--- config.mk ---
export PLATFORM = sky130hd
export DESIGN_NAME = i2s_tx_serializer
export DESIGN_NICKNAME = d
export VERILOG_FILES = /design/src/rtl/i2s_tx_serializer.sv
export SDC_FILE = /design/constraint.sdc
export NUM_CORES = 1
export LEC_CHECK = 0
export CELL_PAD_IN_SITES_DETAIL_PLACEMENT = 1
export CELL_PAD_IN_SITES_GLOBAL_PLACEMENT = 1
export CORE_ASPECT_RATIO = 1.75
export CORE_MARGIN = 3
export CORE_UTILIZATION = 35
export CTS_BUF_LIST = sky130_fd_sc_hd__clkbuf_2
export DETAILED_ROUTE_END_ITERATION = 10
export GPL_ROUTABILITY_DRIVEN = 0
export PLACE_DENSITY = 0.76
export SLEW_MARGIN = 15
export SYNTH_ARGS = -nofsm -noshare
export SYNTH_HDL_FRONTEND = slang
export SYNTH_SLANG_ARGS = --single-unit
--- constraint.sdc ---
create_clock -name clk -period 2.95 [get_ports clk]
set_clock_uncertainty 0.05 [all_clocks]
set_input_delay 0.59 -clock clk [delete_from_list [all_inputs] [get_ports clk]]
set_output_delay 0.59 -clock clk [all_outputs]
set_load 0.05 [all_outputs]
--- src/rtl/i2s_tx_serializer.sv ---
// I2S transmit serializer: turns one stereo FIFO word per 64-bit frame into
// mclk/bclk/lrclk/sdata, with a one-bit delay between lrclk edges and sample MSBs.
module i2s_tx_serializer #(
  parameter int SAMPLE_WIDTH = 24
) (
  input  logic        clk,
  input  logic        reset_n,
  input  logic        mclk_en,
  input  logic        sclk_en,
  input  logic [63:0] fifo_data,
  input  logic        fifo_valid,
  output logic        fifo_ready,
  output logic        mclk,
  output logic        bclk,
  output logic        lrclk,
  output logic        sdata,
  output logic        underrun
);

  logic [5:0]              pos;
  logic [5:0]              pos_nxt;
  logic [SAMPLE_WIDTH-1:0] left_q;
  logic [SAMPLE_WIDTH-1:0] right_q;
  logic                    fall_evt;
  logic                    wrap_evt;
  logic                    unused_fifo_bits;

  assign fall_evt = sclk_en & bclk;
  assign wrap_evt = fall_evt & (pos == 6'd63);
  assign pos_nxt  = pos + 6'd1;

  // Bits of fifo_data outside the two sample fields carry no information.
  assign unused_fifo_bits = ^fifo_data;

  // Serial bit for a frame position: left sample MSB at 1, right sample MSB at 33.
  function automatic logic pick_bit(input logic [5:0] p,
                                    input logic [SAMPLE_WIDTH-1:0] l,
                                    input logic [SAMPLE_WIDTH-1:0] r);
    logic b;
    b = 1'b0;
    for (int i = 0; i < SAMPLE_WIDTH; i++) begin
      if (int'(p) == SAMPLE_WIDTH - i)      b = l[i];
      if (int'(p) == 32 + SAMPLE_WIDTH - i) b = r[i];
    end
    return b;
  endfunction

  always_ff @(posedge clk or negedge reset_n) begin
    if (!reset_n) begin
      mclk <= 1'b0;
    end else if (mclk_en) begin
      mclk <= ~mclk;
    end
  end

  always_ff @(posedge clk or negedge reset_n) begin
    if (!reset_n) begin
      bclk       <= 1'b0;
      lrclk      <= 1'b1;
      sdata      <= 1'b0;
      fifo_ready <= 1'b0;
      underrun   <= 1'b0;
      pos        <= 6'd63;
      left_q     <= '0;
      right_q    <= '0;
    end else begin
      fifo_ready <= 1'b0;
      underrun   <= 1'b0;
      if (sclk_en) begin
        bclk <= ~bclk;
      end
      if (fall_evt) begin
        pos   <= pos_nxt;
        lrclk <= pos_nxt[5];
        sdata <= pick_bit(pos_nxt, left_q, right_q);
      end
      // Frame boundary: take the next stereo word, or play silence on an empty FIFO.
      if (wrap_evt) begin
        if (fifo_valid) begin
          left_q     <= fifo_data[32 +: SAMPLE_WIDTH];
          right_q    <= fifo_data[0 +: SAMPLE_WIDTH];
          fifo_ready <= 1'b1;
        end else begin
          left_q     <= '0;
          right_q    <= '0;
          underrun   <= 1'b1;
        end
      end
    end
  end

endmodule

==> Word level (Yosys, flattened, before mapping) <==
Index checks and enable logic that the tools add are counted.
{ "word_totals": {"wordCells": 117, "input_bits": 69, "out_inout_bits": 6, "ff_bits": 60} }
{ "classes": {"eq_ne": 49, "n_addsub": 1, "n_bitwise": 4, "n_mux": 54} }
{ "ops": {"columns": ["operator", "n"], "rows": [
  ["$eq 6x6->1 const B", 25],
  ["$eq 6x5->1 const B", 16],
  ["$mux 1", 52],
  ["$mux 24", 2],
  ["$eq 6x4->1 const B", 5],
  ["$eq 6x3->1 const B", 2],
  ["$add 6x1->6 const B", 1],
  ["$eq 6x2->1 const B", 1],
  ["$and 1x1->1", 2],
  ["$not 1->1", 2]
]} }

==> Longest topological paths before layout <==
Gate-level depths: netlist of run 1.
{ "logic_depth": {"word_depth": 50, "mapped_depth": 12, "mapped_depth_nobuf": 10} }

==> Least setup slack after synthesis of run 1 <==
No wires, ideal clock.
{ "synth_path": {"path_type": "reg2reg", "start": "register pos[0]", "end": "register sdata", "path_stages_with_launch": 10, "path_slack_ns": 0.459, "synth_period_minus_slack_ns": 2.491, "required_time_ns": 2.771, "setup_ns": 0.129, "n_path_buf": 0, "arrival_time_ns": 2.312, "path_cell_list": "dfstp_2 > ha_1 > or2b_4 > nor3b_2 > nor4_4 > mux2_1 > a221oi_1 > o31ai_1 > a21oi_1 > o21ai_1"} }
{ "synth_via": {"elab_chain_cells": 50, "word_cells_on_any_way": 97, "cone_classes": "add/sub (1); eq/ne (48); mux (48)"} }
{ "synth_lines": {"columns": ["element", "line", "text"], "rows": [
  ["from (decl)", "20", "logic [5:0] pos;"],
  ["from (signal assigned)", "73", "pos <= pos_nxt;"],
  ["$add 6x1->6 (*)", "30", "assign pos_nxt = pos + 6'd1;"],
  ["$eq 6x6->1", "42", "if (int'(p) == SAMPLE_WIDTH - i) b = l[i];"],
  ["$mux 1", "42", null],
  ["$mux 1", "43", "if (int'(p) == 32 + SAMPLE_WIDTH - i) b = r[i];"],
  ["$mux 1", "42", null],
  ["$mux 1", "43", null],
  ["$mux 1", "42", null],
  ["$mux 1", "43", null],
  ["[... 34 more ...]", null, null],
  ["$mux 1", "42", null],
  ["$mux 1", "43", null],
  ["$mux 1", "42", null],
  ["$mux 1", "43", null],
  ["$mux 1", "42", null],
  ["$mux 1", "43", null],
  ["$mux 1", "42", null],
  ["$mux 1 (*)", "43", null],
  ["to (signal assigned)", "75", "sdata <= pick_bit(pos_nxt, left_q, right_q);"],
  ["to (decl)", "16", "output logic sdata,"]
]} }
Every way passes the cells marked *; elsewhere a longest branch is shown, timed or not.
A chain may end at the register's enable or synchronous reset.

==> Worst setup path in the final report of run 1 <==
{ "layout_path": {"start": "register pos[1]", "end": "register sdata"} }
The elaborated chain is that of the path after synthesis.

==> key figures, run 1 <==
GRT
  – GRT overflow: 0
  – Met1 Use GR: 0.2123
  – Antenna violations before repair: 1
  – GR met2 Demand/Resource: 0.3359
  – Maximum number of pins on one net before global-route repair: 99
  – First-pass GRT wire length: 17640 µm
  – Gr usage total: 0.1875
  – M3 GR Usage: 0.03801
  – Vias in the first global route: 3564
  – Global route hottest layer: met2

Critical path
  – CP Class: reg2reg
  – Crit-path slowest cell: dfstp_2
  – Critical Path, Cell by Cell: ha_2, buf_4, or3b_2, o41ai_4, o21ai_1, a21oi_1, a211o_1, a211oi_2, a211oi_1, o21ai_1
  – Crit. End Element: flop
  – Critical Path Max Stage Delay: 0.65 ns
  – Crit-path max FO: 13
  – Register-to-register setup slack: 0.16 ns
  – CP required: 3.31 ns
  – CP most frequent cell: o21ai_1
  – Worst path arrival time: 3.15 ns
  – Critical path startpoint category: flop

Clock tree
  – Sink Count: 59
  – Clock root cell: clkbuf_2
  – CTS tree: yes
  – CTS Hold Buffers Added: 0
  – Skew-Pair Late Insertion Delay: 0.51 ns
  – CTS H-tree depth: 3
  – PostCTS Resize Cnt: 0
  – Num CTS Buffers: 9
  – Longest Clk Path Bufs: 2
  – Postcts setup bufs: 0
  – Clock transition at path regs: 0.18 ns

Route
  – Drt drc: 0
  – Violation count after the first detailed-route iteration: 189
  – Vias per std cell: 5.406
  – Via count: 3314
  – WL per Instance: 17.22 µm
  – Detail Route Antenna Nets: 0
  – Pre-Repair DR Iteration Count: 4
  – Post-Route WL: 10560 µm

Logic synthesis
  – EDFF count, synth: 0
  – Area leader, netlist: dfrtp_1
  – Fraction of registers with async set/reset: 1.000
  – Cell with the most instances after synthesis: nand2_1
  – Ys flop type: dfrtp_1
  – Area share of the largest cell type after synthesis: 0.3636
  – Yosys warns: 0
  – Syn avg cell area: 8.502 µm²
  – Sequential area share after synthesis: 0.4069
  – Yosys reg bits: 59
  – Cell variety after synth: 77
  – Top cells by count, synth: nand2_1 (113), o21ai_0 (59), dfrtp_1 (53)
  – Mapped Nets: 503
  – Synthesized area: 3647 µm²
  – Largest cells by area after synthesis: dfrtp_1 (36%), nand2_1 (12%), o21ai_0 (8.1%)
  – Cells after Synth: 429

Floorplan
  – Core area: 10030 µm²
  – Die width: 83.17 µm
  – Initial Util: 0.3636
  – Row cnt: 48
  – Die area: 11730 µm²
  – Die H: 141.0 µm
  – Io pins: 75

Pwr
  – Int Power: 1.927 mW
  – Final Total Pwr: 3.555 mW
  – Combinational power share: 0.535
  – Power per Cell Area: 795.8 nW/µm²
  – P_leak: 1.854 nW
  – Reg power frac: 0.327
  – Worst vdd ir: 0.4783 mV
  – Sw power: 1.628 mW
  – Clk pwr share: 0.138
  – Sw Share: 0.4579

Hold path
  – Worst Hold Class: in2async

Placement
  – PortBufs: 58
  – Post-DP HPWL: 8028 µm

Timing
  – Final setup fails: 0
  – Setup TNS: 0 ns
  – Final period util: 0.9445
  – Final Slew Violations: 0
  – Max-slew headroom: 0.4117
  – RSZ-0062 raised after global routing: false
  – Final min period: 2.786 ns
  – Fmax achieved: 0.3589 GHz
  – Hold Fails Final Rpt: 0
  – Worst slew pin tran: 0.8825 ns

Final layout
  – Layout Area Growth over Synthesis: 22.47%
  – Layout cell share with drive strength beyond 1: 0.1417
  – Filler Cells Inserted: 1200
  – Layout Nets: 556

Run
  – Max_cap viols: 0

Run status
  – Status: finished, final reports clean
[path summary, 6_finish.rpt]
| path | cells after the start | end | from |
|---|---|---|---|
| max in group asynchronous | 2 | pos[4]$_DFFE_PN1P_ | reset_n |
| setup / recovery | 10 | sdata$_DFFE_PN0P_ | pos[1]$_DFFE_PN1P_ |
| hold reg to reg | 1 | mclk$_DFFE_PN0P_ | mclk$_DFFE_PN0P_ |
| min in group clk | 1 | mclk$_DFFE_PN0P_ | mclk$_DFFE_PN0P_ |
| hold / removal | 1 | right_q[20]$_DFFE_PN0P_ | reset_n |
| setup reg to reg | 10 | sdata$_DFFE_PN0P_ | pos[1]$_DFFE_PN1P_ |
[through the flow]
stage,utilization,cell area [µm²],cells,hold slack (ns),worst slack (ns)
5_1_grt,0.4454,4467,613,0.1380,0.008859
2_1_floorplan,-,3647,429,0.2444,0.4593
6_report,0.4454,4467,613,0.1264,0.1638
3_5_place_dp,0.4325,4338,596,0.4200,0.1621
3_3_place_gp,0.4325,4338,596,0.4061,0.2011
4_1_cts,0.4429,4442,612,0.1188,0.1209
[power by group through the flow]
stage                     combinational (mW)  sequential [mW]  clock [mW]
after floorplan                         1.36             1.10           0
after global placement                  1.83             1.15           0
after detailed placement                1.87             1.16           0
after CTS                               1.89             1.15       0.518
after global routing                    2.08             1.19       0.555
final                                   1.90             1.16       0.492
[state kept, by name, summed over array words and instances (netlist names)]
name / count
left_q: 24
right_q: 24
pos: 5
bclk: 1
fifo_ready: 1
lrclk: 1
mclk: 1
sdata: 1
underrun: 1
[cells by family (layout without fill, tap and decap cells)]
group,after synthesis,in the layout,share of synthesized area
fa+ha+maj,5,5,0.01715
mux,6,6,0.01750
other cells,0,1,0
xor+xnor,9,9,0.02161
compound gates,127,127,0.2408
buf+inv,44,102,0.05866
simple gates,179,179,0.2374
flops,59,59,0.4069
[placed cells by master (no fill, tap or decap), drive strengths merged, types with 9 or more instances in the layout]
master	n
nor2	10
clkbuf	9
nor3	13
inv	10
nand2	115
dfrtp	53
buf	19
clkdlybuf4s50	57
o21ai	65
nand3	10
a21oi	11
[final cells by class]
type                            instances  area (µm²)  area share
Antenna cell                            1       2.502   0.0005602
Clock buffer                            9       45.04     0.01008
Clock inverter                          7       58.81     0.01317
Inverter                               10       37.54    0.008403
Multi-Input combinational cell        326        1964      0.4398
Sequential cell                        59        1491      0.3339
Tap cell                              125       156.4     0.03501
Timing Repair Buffer                   76       710.7      0.1591
[routing by layer]
metal / vias to the layer above / wire, µm
met5: - / 0
met4: 0 / 274
met3: 23 / 385
met2: 75 / 5664
met1: 1596 / 4232
li1: 1620 / -
[worst max-delay path: cells and delay by family (launching register included)]
kind	cells	cell delay (ns)
compound gates	7	1.01
fa+ha+maj	1	0.27
buf+inv	1	0.22
flops	1	0.65
simple gates	1	0.50
(Power assumes the default switching activity.)
==> run 2: changes to the inputs <==
--- a/config.mk
+++ b/config.mk
@@ -10,10 +10,9 @@
 export CORE_ASPECT_RATIO = 1.75
 export CORE_MARGIN = 3
 export CORE_UTILIZATION = 35
-export CTS_BUF_LIST = sky130_fd_sc_hd__clkbuf_2
 export DETAILED_ROUTE_END_ITERATION = 10
 export GPL_ROUTABILITY_DRIVEN = 0
-export PLACE_DENSITY = 0.76
+export PLACE_DENSITY = 0.85
 export SLEW_MARGIN = 15
 export SYNTH_ARGS = -nofsm -noshare
 export SYNTH_HDL_FRONTEND = slang
==> run 2 against run 1 <==
Net effect:
- first-iteration DRC count is 40% higher
- worst hold slack better by 0.089 ns
- routed wire length is 9.1% higher
- combinational power grew 7%
- cell count increased by 0.16%
- sequential power down 4%
- clock power grew 110%
- global-route usage up 1.5 points
- total power grew 17%
- maximum frequency shrank 2.2%
- critical path type unchanged
==> key figures, run 2 (same netlist as run 1, synthesis figures left out) <==
Critical path
  – Critical Path, Cell by Cell: ha_1, buf_4, or3b_2, o41ai_4, o21ai_1, a21oi_1, a211o_1, a211oi_2, a211oi_1, o21ai_1
  – Worst Setup SP: pos[0]$_DFFE_PN1P_
  – CP most frequent cell: o21ai_1
  – Worst r2r dst: sdata$_DFFE_PN0P_
  – CP endpoint: sdata$_DFFE_PN0P_
  – CP required: 3.10 ns (-0.21 ns)
  – Worst R2R Start: pos[0]$_DFFE_PN1P_
  – Crit-path slowest cell: dfstp_2
  – Critical path startpoint category: flop
  – Crit-path max FO: 15 (+2)
  – Reg2reg path depth: 10 (unchanged)
  – Register-to-register setup slack: 0.10 ns (-0.06 ns)
  – CP Class: reg2reg
  – Critical Path Max Stage Delay: 0.59 ns (-0.06 ns)
  – Crit. End Element: flop
  – Worst path arrival time: 3.00 ns (-0.15 ns)

Clock tree
  – Longest Clk Path Bufs: 2 (unchanged)
  – Sink Count: 59 (unchanged)
  – Num CTS Buffers: 9 (unchanged)
  – CTS H-tree depth: 3 (unchanged)
  – Clock root cell: clkbuf_16
  – CTS tree: yes
  – Clock transition at path regs: 0.05 ns (-0.13 ns)
  – Skew-Pair Late Insertion Delay: 0.33 ns (-0.18 ns)

Floorplan
  – Core area: 10030 µm² (unchanged)
  – Die H: 141.0 µm (unchanged)
  – Initial Util: 0.3636 (unchanged)
  – Die area: 11730 µm² (unchanged)
  – Die width: 83.17 µm (unchanged)
  – Io pins: 75 (unchanged)
  – Row cnt: 48 (unchanged)

Final layout
  – Commonest non-fill, non-tap cell in the layout: nand2_1
  – Register area: 1484 µm² (-0.50%)
  – # diodes: 0 (-1)
  – Filler Cells Inserted: 1186 (-1.2%)
  – Layout Area Growth over Synthesis: 28.30%
  – Top Registers: left_q x24, right_q x24, pos x5
  – Multi-input logic area: 1957 µm² (-0.38%)
  – Layout cell share with drive strength beyond 1: 0.1493 (+0.007600)
  – Layout Nets: 558 (+0.36%)
  – Final Util: 0.4666 (+0.02121)
  – Most frequent cells in the layout: nand2_1 (113), o21ai_0 (59), clkdlybuf4s50_1 (57), dfrtp_1 (53), buf_4 (18)

Pwr
  – Power per Cell Area: 891.4 nW/µm² (+12%)
  – Final Total Pwr: 4.171 mW (+17%)
  – Worst vdd ir: 0.4940 mV (+3.3%)
  – P_leak: 1.942 nW (+4.7%)

Timing
  – Worst slew pin tran: 0.6867 ns (-0.1958 ns)
  – Final Slew Violations: 0 (unchanged)
  – Final min period: 2.848 ns (+0.06193 ns)
  – Fmax achieved: 0.3511 GHz (-2.2%)
  – Final setup fails: 0 (unchanged)
  – Final worst setup slack: 0.1019 ns (-0.06193 ns)
  – Max-slew headroom: 0.5407 (+0.1290)
  – Final period util: 0.9655 (+0.02099)
  – Setup TNS: 0 ns (unchanged)
  – Hold Fails Final Rpt: 0 (unchanged)
  – RSZ-0062 raised after global routing: false

Route
  – WL per Instance: 18.75 µm (+8.9%)
  – Via count: 3467 (+4.6%)
  – Post-Route WL: 11510 µm (+9.1%)
  – Violation count after the first detailed-route iteration: 265 (+40%)
  – Vias per std cell: 5.647 (+4.4%)
  – Detail Route Antenna Nets: 0 (unchanged)
  – Pre-Repair DR Iteration Count: 4 (unchanged)
  – Drt drc: 0 (unchanged)

Hold path
  – Worst Hold Class: in2async

GRT
  – Antenna violations before repair: 0 (-1)
  – Maximum number of pins on one net before global-route repair: 99 (unchanged)
  – Gr usage total: 0.2029 (+0.01543)
  – GRT overflow: 0 (unchanged)
  – First-pass GRT wire length: 18630 µm (+5.6%)
  – Vias in the first global route: 3665 (+2.8%)

Placement
  – Post-DP HPWL: 8377 µm (+4.3%)
  – Place WS: 0.02209 ns (-0.1400 ns)
  – PortBufs: 58 (unchanged)

Run status
  – Status: finished, final reports clean

Run
  – Max_cap viols: 0 (unchanged)
run 2: changes by cell type in the layout (fill, tap and decap cells not counted), moves of 2 or more:
cell	previous run	this run
buf_12	0	2
clkbuf_16	0	9
clkbuf_2	9	0
clkinv_1	3	0
dfstp_2	4	6
dfstp_4	2	0
run 2: layout make-up:
class | count | area share
clock buffers | 9 | 0.04813
inverters | 10 | 0.008021
flip-flops and latches | 59 | 0.3171
well taps | 125 | 0.03342
clock inverters | 7 | 0.01471
multi-input cells | 326 | 0.4182
repair buffers | 78 | 0.1604
run 2: power by group:
| part | internal (mW) | switching, mW | total [mW] |
|---|---|---|---|
| clock | 0.649 | 0.374 | 1.02 |
| sequential | 0.947 | 0.167 | 1.11 |
| combinational | 0.810 | 1.22 | 2.03 |
| total | 2.41 | 1.77 | 4.17 |
run 2: worst min-delay path by stage:
| stage | end | slack, ns |
|---|---|---|
| floorplan | bclk$_DFFE_PN0P_ | 0.24 |
| global placement | mclk$_DFFE_PN0P_ | 0.41 |
| detailed placement | mclk$_DFFE_PN0P_ | 0.41 |
| CTS | left_q[23]$_DFFE_PN0P_ | 0.21 |
| global route | left_q[23]$_DFFE_PN0P_ | 0.23 |
| finish | left_q[23]$_DFFE_PN0P_ | 0.22 |
run 2: metal layers:
metal | global-route usage | vias to the layer above | routed length, µm
met5 | 0 | - | 0
met4 | 0.1309 | 0 | 628
met3 | 0.04561 | 39 | 493
met2 | 0.3672 | 124 | 6311
met1 | 0.2071 | 1679 | 4080
li1 | - | 1625 | -
run 2: metrics by stage:
stage                     hold WS, ns  area [µm²]  std cells
after floorplan                0.2444        3647        429
after detailed placement       0.4135        4348        594
after CTS                      0.2143        4672        614
final                          0.2152        4679        614
after global routing           0.2291        4679        614
after global placement         0.4050        4348        594
run 2: worst max-delay path: cells and delay by family (launching register included):
kind                       cells  cell delay, ns
AOI/OAI and AO/OA              7            1.12
adders and majority gates      1            0.22
buffers and inverters          1            0.23
DFF                            1            0.59
and+or+nand+nor                1            0.50
run 2: timing repair:
item	4_1_cts	5_1_grt
setup endpoints to repair	1	1
gates resized for setup	0	3
setup buffers	4	0
hold buffers	0	0
